--- src/rtl/vga_pkg.sv ---
// Shared raster timing constants and coordinate type for the VGA display path.
package vga_pkg;

  localparam int H_VISIBLE    = 640;
  localparam int H_FRONT      = 16;
  localparam int H_SYNC       = 96;
  localparam int H_BACK       = 48;
  localparam int H_TOTAL      = H_VISIBLE + H_FRONT + H_SYNC + H_BACK;
  localparam int H_SYNC_START = H_VISIBLE + H_FRONT;
  localparam int H_SYNC_END   = H_SYNC_START + H_SYNC;

  localparam int V_VISIBLE    = 480;
  localparam int V_FRONT      = 10;
  localparam int V_SYNC       = 2;
  localparam int V_BACK       = 33;
  localparam int V_TOTAL      = V_VISIBLE + V_FRONT + V_SYNC + V_BACK;
  localparam int V_SYNC_START = V_VISIBLE + V_FRONT;
  localparam int V_SYNC_END   = V_SYNC_START + V_SYNC;

  // Screen coordinate shared by every renderer (DrawX / DrawY).
  typedef logic [9:0] coord_t;

endpackage

--- src/rtl/vga_axis_counter.sv ---
// One raster axis: wrapping position counter plus in-window flags that are
// registered from the next count, so they line up with the count they describe.
module vga_axis_counter
  import vga_pkg::*;
#(
  parameter int VISIBLE    = 640,
  parameter int SYNC_START = 656,
  parameter int SYNC_END   = 752,
  parameter int TOTAL      = 800
) (
  input  logic   vga_clk,
  input  logic   reset,
  input  logic   restart,   // force the next count to 0 (first cycle after reset)
  input  logic   en,        // advance one position
  output coord_t cnt,
  output logic   tc,        // current count is the last position of the axis
  output logic   in_vis,
  output logic   in_sync
);

  coord_t cnt_nxt;

  assign tc = (cnt == coord_t'(TOTAL - 1));

  // Next position: restart dominates, otherwise wrap at the terminal count.
  always_comb begin
    cnt_nxt = cnt;
    if (restart)
      cnt_nxt = '0;
    else if (en)
      cnt_nxt = tc ? '0 : cnt + coord_t'(1);
  end

  // Count and window flags advance together so they never skew.
  always_ff @(posedge vga_clk) begin
    if (reset) begin
      cnt     <= '0;
      in_vis  <= 1'b0;
      in_sync <= 1'b0;
    end else begin
      cnt     <= cnt_nxt;
      in_vis  <= (cnt_nxt < coord_t'(VISIBLE));
      in_sync <= (cnt_nxt >= coord_t'(SYNC_START)) && (cnt_nxt < coord_t'(SYNC_END));
    end
  end

endmodule

--- src/rtl/vga_timing_gen.sv ---
// 640x480@60 raster timing source: DrawX/DrawY, active-low syncs, blank
// (1 = visible) and frame/line pulses, all registered and coincident.
module vga_timing_gen
  import vga_pkg::*;
#(
  parameter int H_VISIBLE = vga_pkg::H_VISIBLE,
  parameter int H_FRONT   = vga_pkg::H_FRONT,
  parameter int H_SYNC    = vga_pkg::H_SYNC,
  parameter int H_BACK    = vga_pkg::H_BACK,
  parameter int V_VISIBLE = vga_pkg::V_VISIBLE,
  parameter int V_FRONT   = vga_pkg::V_FRONT,
  parameter int V_SYNC    = vga_pkg::V_SYNC,
  parameter int V_BACK    = vga_pkg::V_BACK
) (
  input  logic   vga_clk,
  input  logic   reset,
  output logic   hs,
  output logic   vs,
  output logic   blank,
  output logic   sync,
  output coord_t DrawX,
  output coord_t DrawY,
  output logic   frame_start,
  output logic   line_end
);

  localparam int H_TOT  = H_VISIBLE + H_FRONT + H_SYNC + H_BACK;
  localparam int V_TOT  = V_VISIBLE + V_FRONT + V_SYNC + V_BACK;
  localparam int H_SS   = H_VISIBLE + H_FRONT;
  localparam int V_SS   = V_VISIBLE + V_FRONT;

  logic run;
  logic h_tc, h_vis, h_sync;
  logic v_tc, v_vis, v_sync;

  vga_axis_counter #(
    .VISIBLE    (H_VISIBLE),
    .SYNC_START (H_SS),
    .SYNC_END   (H_SS + H_SYNC),
    .TOTAL      (H_TOT)
  ) u_h (
    .vga_clk (vga_clk),
    .reset   (reset),
    .restart (~run),
    .en      (1'b1),
    .cnt     (DrawX),
    .tc      (h_tc),
    .in_vis  (h_vis),
    .in_sync (h_sync)
  );

  // Vertical axis steps only when the horizontal axis wraps, so both wrap together at frame end.
  vga_axis_counter #(
    .VISIBLE    (V_VISIBLE),
    .SYNC_START (V_SS),
    .SYNC_END   (V_SS + V_SYNC),
    .TOTAL      (V_TOT)
  ) u_v (
    .vga_clk (vga_clk),
    .reset   (reset),
    .restart (~run),
    .en      (h_tc),
    .cnt     (DrawY),
    .tc      (v_tc),
    .in_vis  (v_vis),
    .in_sync (v_sync)
  );

  // run is low only on the first edge after reset, holding the raster at (0,0) for that cycle;
  // the pulses are registered from where the raster will be next.
  always_ff @(posedge vga_clk) begin
    if (reset) begin
      run         <= 1'b0;
      frame_start <= 1'b0;
      line_end    <= 1'b0;
    end else begin
      run         <= 1'b1;
      frame_start <= ~run | (h_tc & v_tc);
      line_end    <= run & (DrawX == coord_t'(H_TOT - 2));
    end
  end

  assign hs    = ~h_sync;
  assign vs    = ~v_sync;
  assign blank = h_vis & v_vis;
  assign sync  = 1'b0;

endmodule
--- config.mk ---
export PLATFORM = sky130hd
export DESIGN_NAME = vga_timing_gen
export DESIGN_NICKNAME = d
export VERILOG_FILES = /design/src/rtl/vga_pkg.sv /design/src/rtl/vga_axis_counter.sv /design/src/rtl/vga_timing_gen.sv
export SDC_FILE = /design/constraint.sdc
export NUM_CORES = 1
export LEC_CHECK = 0
export CORE_MARGIN = 1.5
export CORE_UTILIZATION = 45
export DETAILED_ROUTE_END_ITERATION = 8
export PLACE_DENSITY_LB_ADDON = 0.1
export SLEW_MARGIN = 15
export SYNTH_ARGS = -nofsm -noshare
export SYNTH_HDL_FRONTEND = slang
export SYNTH_SLANG_ARGS = --single-unit
--- constraint.sdc ---
create_clock -name vga_clk -period 1.95 [get_ports vga_clk]
set_clock_uncertainty 0.15 [all_clocks]
set_input_delay 0.39 -clock vga_clk [delete_from_list [all_inputs] [get_ports vga_clk]]
set_output_delay 0.39 -clock vga_clk [all_outputs]
set_load 0.01 [all_outputs]
* After elaboration in Yosys (flattened, before gate mapping)
Cells that the tools add are included.
** Cells by class
- Add/sub/neg operators :: 2
- Magnitude comparators :: 6
- Eq/ne operators :: 3
- Muxes and demuxes :: 6
- Bitwise operators :: 7
- Reductions and logical operators :: 2
** Operators by type and width (number)
- $mux 10 :: 5
- $eq 10x10->1 const B :: 3
- $add 10x1->10 const B :: 2
- $lt 10x10->1 const B :: 2
- $lt 10x9->1 const B :: 2
- $ge 10x10->1 const B :: 1
- $ge 10x9->1 const B :: 1
- $and 1x1->1 :: 3
- $not 1->1 :: 3
- $logic_and 1x1->1 :: 2
- $mux 1 :: 1
- $or 1x1->1 :: 1
** Storage, ports and cells
- Register bits after elaboration :: 27
- Input bits :: 2
- Output and inout bits :: 26
- Logic and storage cells :: 35

* Longest topological paths before layout
- Depth after elaboration :: 6
- Gate-level depth with buffers :: 7
- Mapped depth without buffers :: 7

* Cells and area by module
From an unflattened synthesis, not the netlist that was laid out.
** Unflattened totals
- Cell total of the unflattened synthesis :: 173
- Area, all modules :: 1519.0 um^2
** By module, submodules not included
- vga_axis_counter (u_v) :: times used 1, cells an instance 79, area an instance 694.4 um^2, seq. area each 240.2 um^2
- vga_axis_counter (u_h) :: times used 1, cells an instance 77, area an instance 678.2 um^2, seq. area each 240.2 um^2
- vga_timing_gen :: times used 1, cells an instance 17, area an instance 146.4 um^2, seq. area each 60.1 um^2

* Least setup slack after synthesis
Ideal clock, no wire load.
- Path kind :: register -> register
- Start point :: reg u_h.cnt[0]
- End point :: reg u_v.in_sync
- Setup time :: 0.091 ns
- Data arrival time :: 1.933 ns
- Data required time :: 1.709 ns
- Path slack :: -0.224 ns
- Cell stages (with the launch flop) :: 8
- Path buffers :: 1
- Clock period less this slack :: 2.174 ns
- Path through :: dfxtp_1 ha_1 and4_1 buf_2 nand4_2 or3_1 a31oi_1 nor4bb_1
** On the way
- Word-level cells in the longest chain between the ends :: 5
- Elaborated cells on any way between the ends :: 6
- Classes of those cells :: order compare: 2; eq/ne: 1; mux: 2; reduce/logical: 1
** RTL lines
- from (decl) :: RTL line vga_axis_counter.sv:15 : output coord_t cnt,
- from (signal assigned) :: RTL line vga_axis_counter.sv:41 : cnt <= cnt_nxt;
- $eq 10x10->1 * :: RTL line vga_axis_counter.sv:23 : assign tc = (cnt == coord_t'(TOTAL - 1));
- $mux 10 * :: RTL line vga_axis_counter.sv:30 : else if (en)
- $mux 10 * :: RTL line vga_axis_counter.sv:28 : if (restart)
- $ge 10x9->1 / $lt 10x9->1 (equally long branches) :: RTL line vga_axis_counter.sv:43 : in_sync <= (cnt_nxt >= coord_t'(SYNC_START)) && (cnt_nxt < coord_t'(SYNC_END));
- $logic_and 1x1->1 * :: RTL line vga_axis_counter.sv:43
- to (signal assigned) :: RTL line vga_axis_counter.sv:43
- to (decl) :: RTL line vga_axis_counter.sv:18 : output logic in_sync
Mark *: on every way between the ends. The rest lies on a longest branch, timed or not.
A chain may end at the register's enable or synchronous reset.

* Worst setup path after layout
- Start point :: reg u_h.cnt[0]
- End point :: reg u_v.in_vis
** On the way
- Word-level cells in the longest chain between the ends :: 4
** RTL lines
- $eq 10x10->1 :: RTL line vga_axis_counter.sv:23
- $mux 10 :: RTL line vga_axis_counter.sv:30
- $mux 10 :: RTL line vga_axis_counter.sv:28
- $lt 10x9->1 :: RTL line vga_axis_counter.sv:42 : in_vis <= (cnt_nxt < coord_t'(VISIBLE));
- to (signal assigned) :: RTL line vga_axis_counter.sv:42
- to (decl) :: RTL line vga_axis_counter.sv:17 : output logic in_vis,
Every way passes these cells.

==> metrics.yaml <==
preCtsSetupSlack_ns: -0.119
grt_pass1_wl_microns: 5850
cts_tree: "done"
clk_latency_ns: 0.33
hp-class: "flip-flop to flip-flop"
htree_num_levels: 1
reg2regPathDepth: 6
drv_slew: 0
n_antenna_cell: 0
fin_nets: 236
final_common_cell: "buf_4"
drive_gt1_share_pct: 34.1
drtIter0Drc: 68
drc_errors: 0
p_per_area_nw_per_um2: 393
post-route-period-util_pct: 101
cp_data_arrival_time_ns: 2.08
synth-seq-area-share_pct: 37.6
reg2reg_slack_ns: -0.02
cts_sinks: 27
rows: 20
netlist_instances: 173
ant_nets: 0
max_freq_ghz: 0.508
fillerInstances: 263
worstReg2RegStart: "u_h.cnt[0]"
ir_drop_mv: 0.353
portBuffers: 26
grt_pass1_vias: 1330
worstPathMaxFanout: 5
rsz0062_at_grt: "true"
path_clk_slew_ns: 0.15
cts_hold_buffers: 0
min-delay-start: "u_h.cnt[0]"
power_leakage_uw: 0.000969
die_w_microns: 59.5
crit_slowest_cell: "or4b_4"
cp_cell_sequence: "ha_4, and4_4, nand3_2, or4b_4, and2_4, a211oi_2"
worstSetupPathType: "flip-flop to flip-flop"
synth.avg_cell_area_sq_um: 8.30
synthDistinctLibCells: 42
period_minus_slack_ns: 1.97
report.final.setup_viol: 1
end_kind: "flip-flop"
critical_path_required_ns: 2.06
die_y_microns: 59.5
cap_viol_max_count: 0
first_pass_iters: 4
dp_hpwl_microns: 2730
synthToLayoutAreaGrowth_pct: 52.1
layout_common_cells: "35 x buf_4, 23 x nor2_1, 14 x nand2_1, 14 x clkdlybuf4s50_1, 13 x dfxtp_1"
violations: "negative setup slack"
io_pins: 28
cpPeakStageDelay_ns: 0.53
via_count: 1445
grt_max_degree: 16
die-area_sq_um: 3540
root_buffer: "clkbuf_4"
initial_utilization_pct: 47.0
fp.coreArea_sq_um: 3050
grtUsageTotal_pct: 21.7
vias_per_cell: 5.29
worst_slack_ns: -0.0183
gp_congestion: 0.918
synthesis.nets: 179
overflow: 0
post_dp_cell_area_sq_um: 2020
drt-total-wl_microns: 3770
hold_viol_final: 0
wl_per_cell_microns: 13.8
yosysWarnings: 0
ys_ff_latch: 27
min_to: "u_h.cnt[0]"
startpoint_type: "flip-flop"
status: "complete, but fails checks"
cts_made_buffers: 3
clk_path_buf_depth: 2
worstHoldPathCells: 2
reg2reg_to: "u_v.in_vis"
synth_area_sq_um: 1440
antenna_found_initial: 0
fin_area_sq_um: 2180
[what timing repair did]
action,CTS,global route
pin swaps,2,5
endpoints found under the setup margin,12,29
buffers inserted,0,2
resized for setup,12,31
[flip-flops by register name, indices dropped and copies added, names as in the netlist]
register,cells
u_v.cnt,10
u_h.in_sync,1
u_h.cnt,10
line_end,1
u_v.in_sync,1
frame_start,1
u_h.in_vis,1
u_v.in_vis,1
run,1
[critical path: cells and delay by family, from the launching register on]
kind	cells	cell delay, ns
AO/OA/AOI/OAI	1	0.18
AND/OR/NAND/NOR	4	1.05
flip-flops	1	0.38
adder cells (fa/ha/maj)	1	0.14
[layer usage]
layer	up-vias	wire (microns)	GRT usage, %
li1	709	-	-
met1	695	1750	29.8
met2	37	1830	36.1
met3	4	160	2.62
met4	0	26	5.08
met5	-	0	0
[Yosys cell counts]
cell type   n  area share (%)
nand4_1     7             3.0
and2_1      4             1.7
or4b_1      1            0.70
ha_1        4             3.5
buf_2       4             1.4
nor2b_1     2            0.87
clkbuf_1    6             1.6
conb_1      1            0.26
o21ai_1     1            0.35
nand3_1     9             3.1
o21ai_0     4             1.4
xnor2_1    11             6.7
o311a_1     1            0.70
nor3b_1     1            0.52
nor3_1      6             2.1
nand4_2     1            0.87
nor4bb_1    2             1.4
o41ai_2     1             1.1
and4b_1     1            0.70
or2_0       1            0.44
and4_1      1            0.61
inv_1       8             2.1
nand3_2     1            0.70
mux2i_1     3             2.1
a211oi_1    1            0.52
mux2_2      1            0.78
a31oi_1     3             1.3
and3_1      2            0.87
a21boi_0    2             1.0
o31ai_1     1            0.52
a21oi_1     5             1.7
a22oi_1     1            0.52
dfxtp_1    27              38
nor2_1     23             6.0
xor2_1      4             2.4
or4_1       1            0.52
nor4b_4     1             1.7
or3_1       3             1.3
or2_2       1            0.44
nand2_1    14             3.7
a21boi_1    1            0.52
buf_4       1            0.52
[worst max path at each step]
stage	cells after the start	endpoint	start	slack (ns)
after global routing	7	u_h.in_sync	u_h.cnt[0]	-0.08
final	6	u_v.in_vis	u_h.cnt[0]	-0.02
after floorplan	6	u_v.in_vis	u_h.cnt[6]	-0.11
after global placement	6	u_v.in_vis	u_h.cnt[0]	-0.06
after detailed placement	6	u_v.in_vis	u_h.cnt[0]	-0.12
after CTS	6	u_v.in_vis	u_h.cnt[0]	-0.004
[report_power, final]
group,switching [uW],total (uW),internal [uW]
clock network,177,254,77.2
logic,22.1,44.9,22.7
registers,4.55,559,554
total,203,858,654
[layout make-up]
cell class                 count  area (sq um)  share of cell area, %
clock buffer                   3          22.5                   1.03
sequential                    27           566                   25.9
timing repair buffer          63           568                   26.0
clock inverter                 1          5.00                  0.229
inverter                       8          30.0                   1.37
multi-input combinational    127           938                   43.0
tap                           44          55.1                   2.52
[logic make-up (layout without fill, tap and decap cells)]
family / Yosys count / after routing / share of synthesized area, %
AO/OA/AOI/OAI: 21 / 21 / 9.76
XOR/XNOR: 15 / 15 / 9.15
adder cells (fa/ha/maj): 4 / 4 / 3.48
buffers and inverters: 19 / 75 / 5.58
flip-flops: 27 / 27 / 37.6
multiplexers: 4 / 4 / 2.87
other: 1 / 1 / 0.261
AND/OR/NAND/NOR: 82 / 82 / 31.3
[metrics by stage]
| stage | setup TNS, ns | hold WS (ns) | instances | total power (uW) | util, % |
|---|---|---|---|---|---|
| 2_1_floorplan | -0.242 | 0.305 | 173 | 594 | - |
| 3_3_place_gp | -0.117 | 0.383 | 267 | 617 | 66.2 |
| 3_5_place_dp | -0.196 | 0.402 | 267 | 618 | 66.2 |
| 4_1_cts | -0.00435 | 0.425 | 271 | 864 | 67.5 |
| 5_1_grt | -0.298 | 0.447 | 273 | 892 | 71.6 |
| 6_report | -0.0183 | 0.422 | 273 | 858 | 71.6 |
Note: power is estimated with default switching activity, not from simulation.
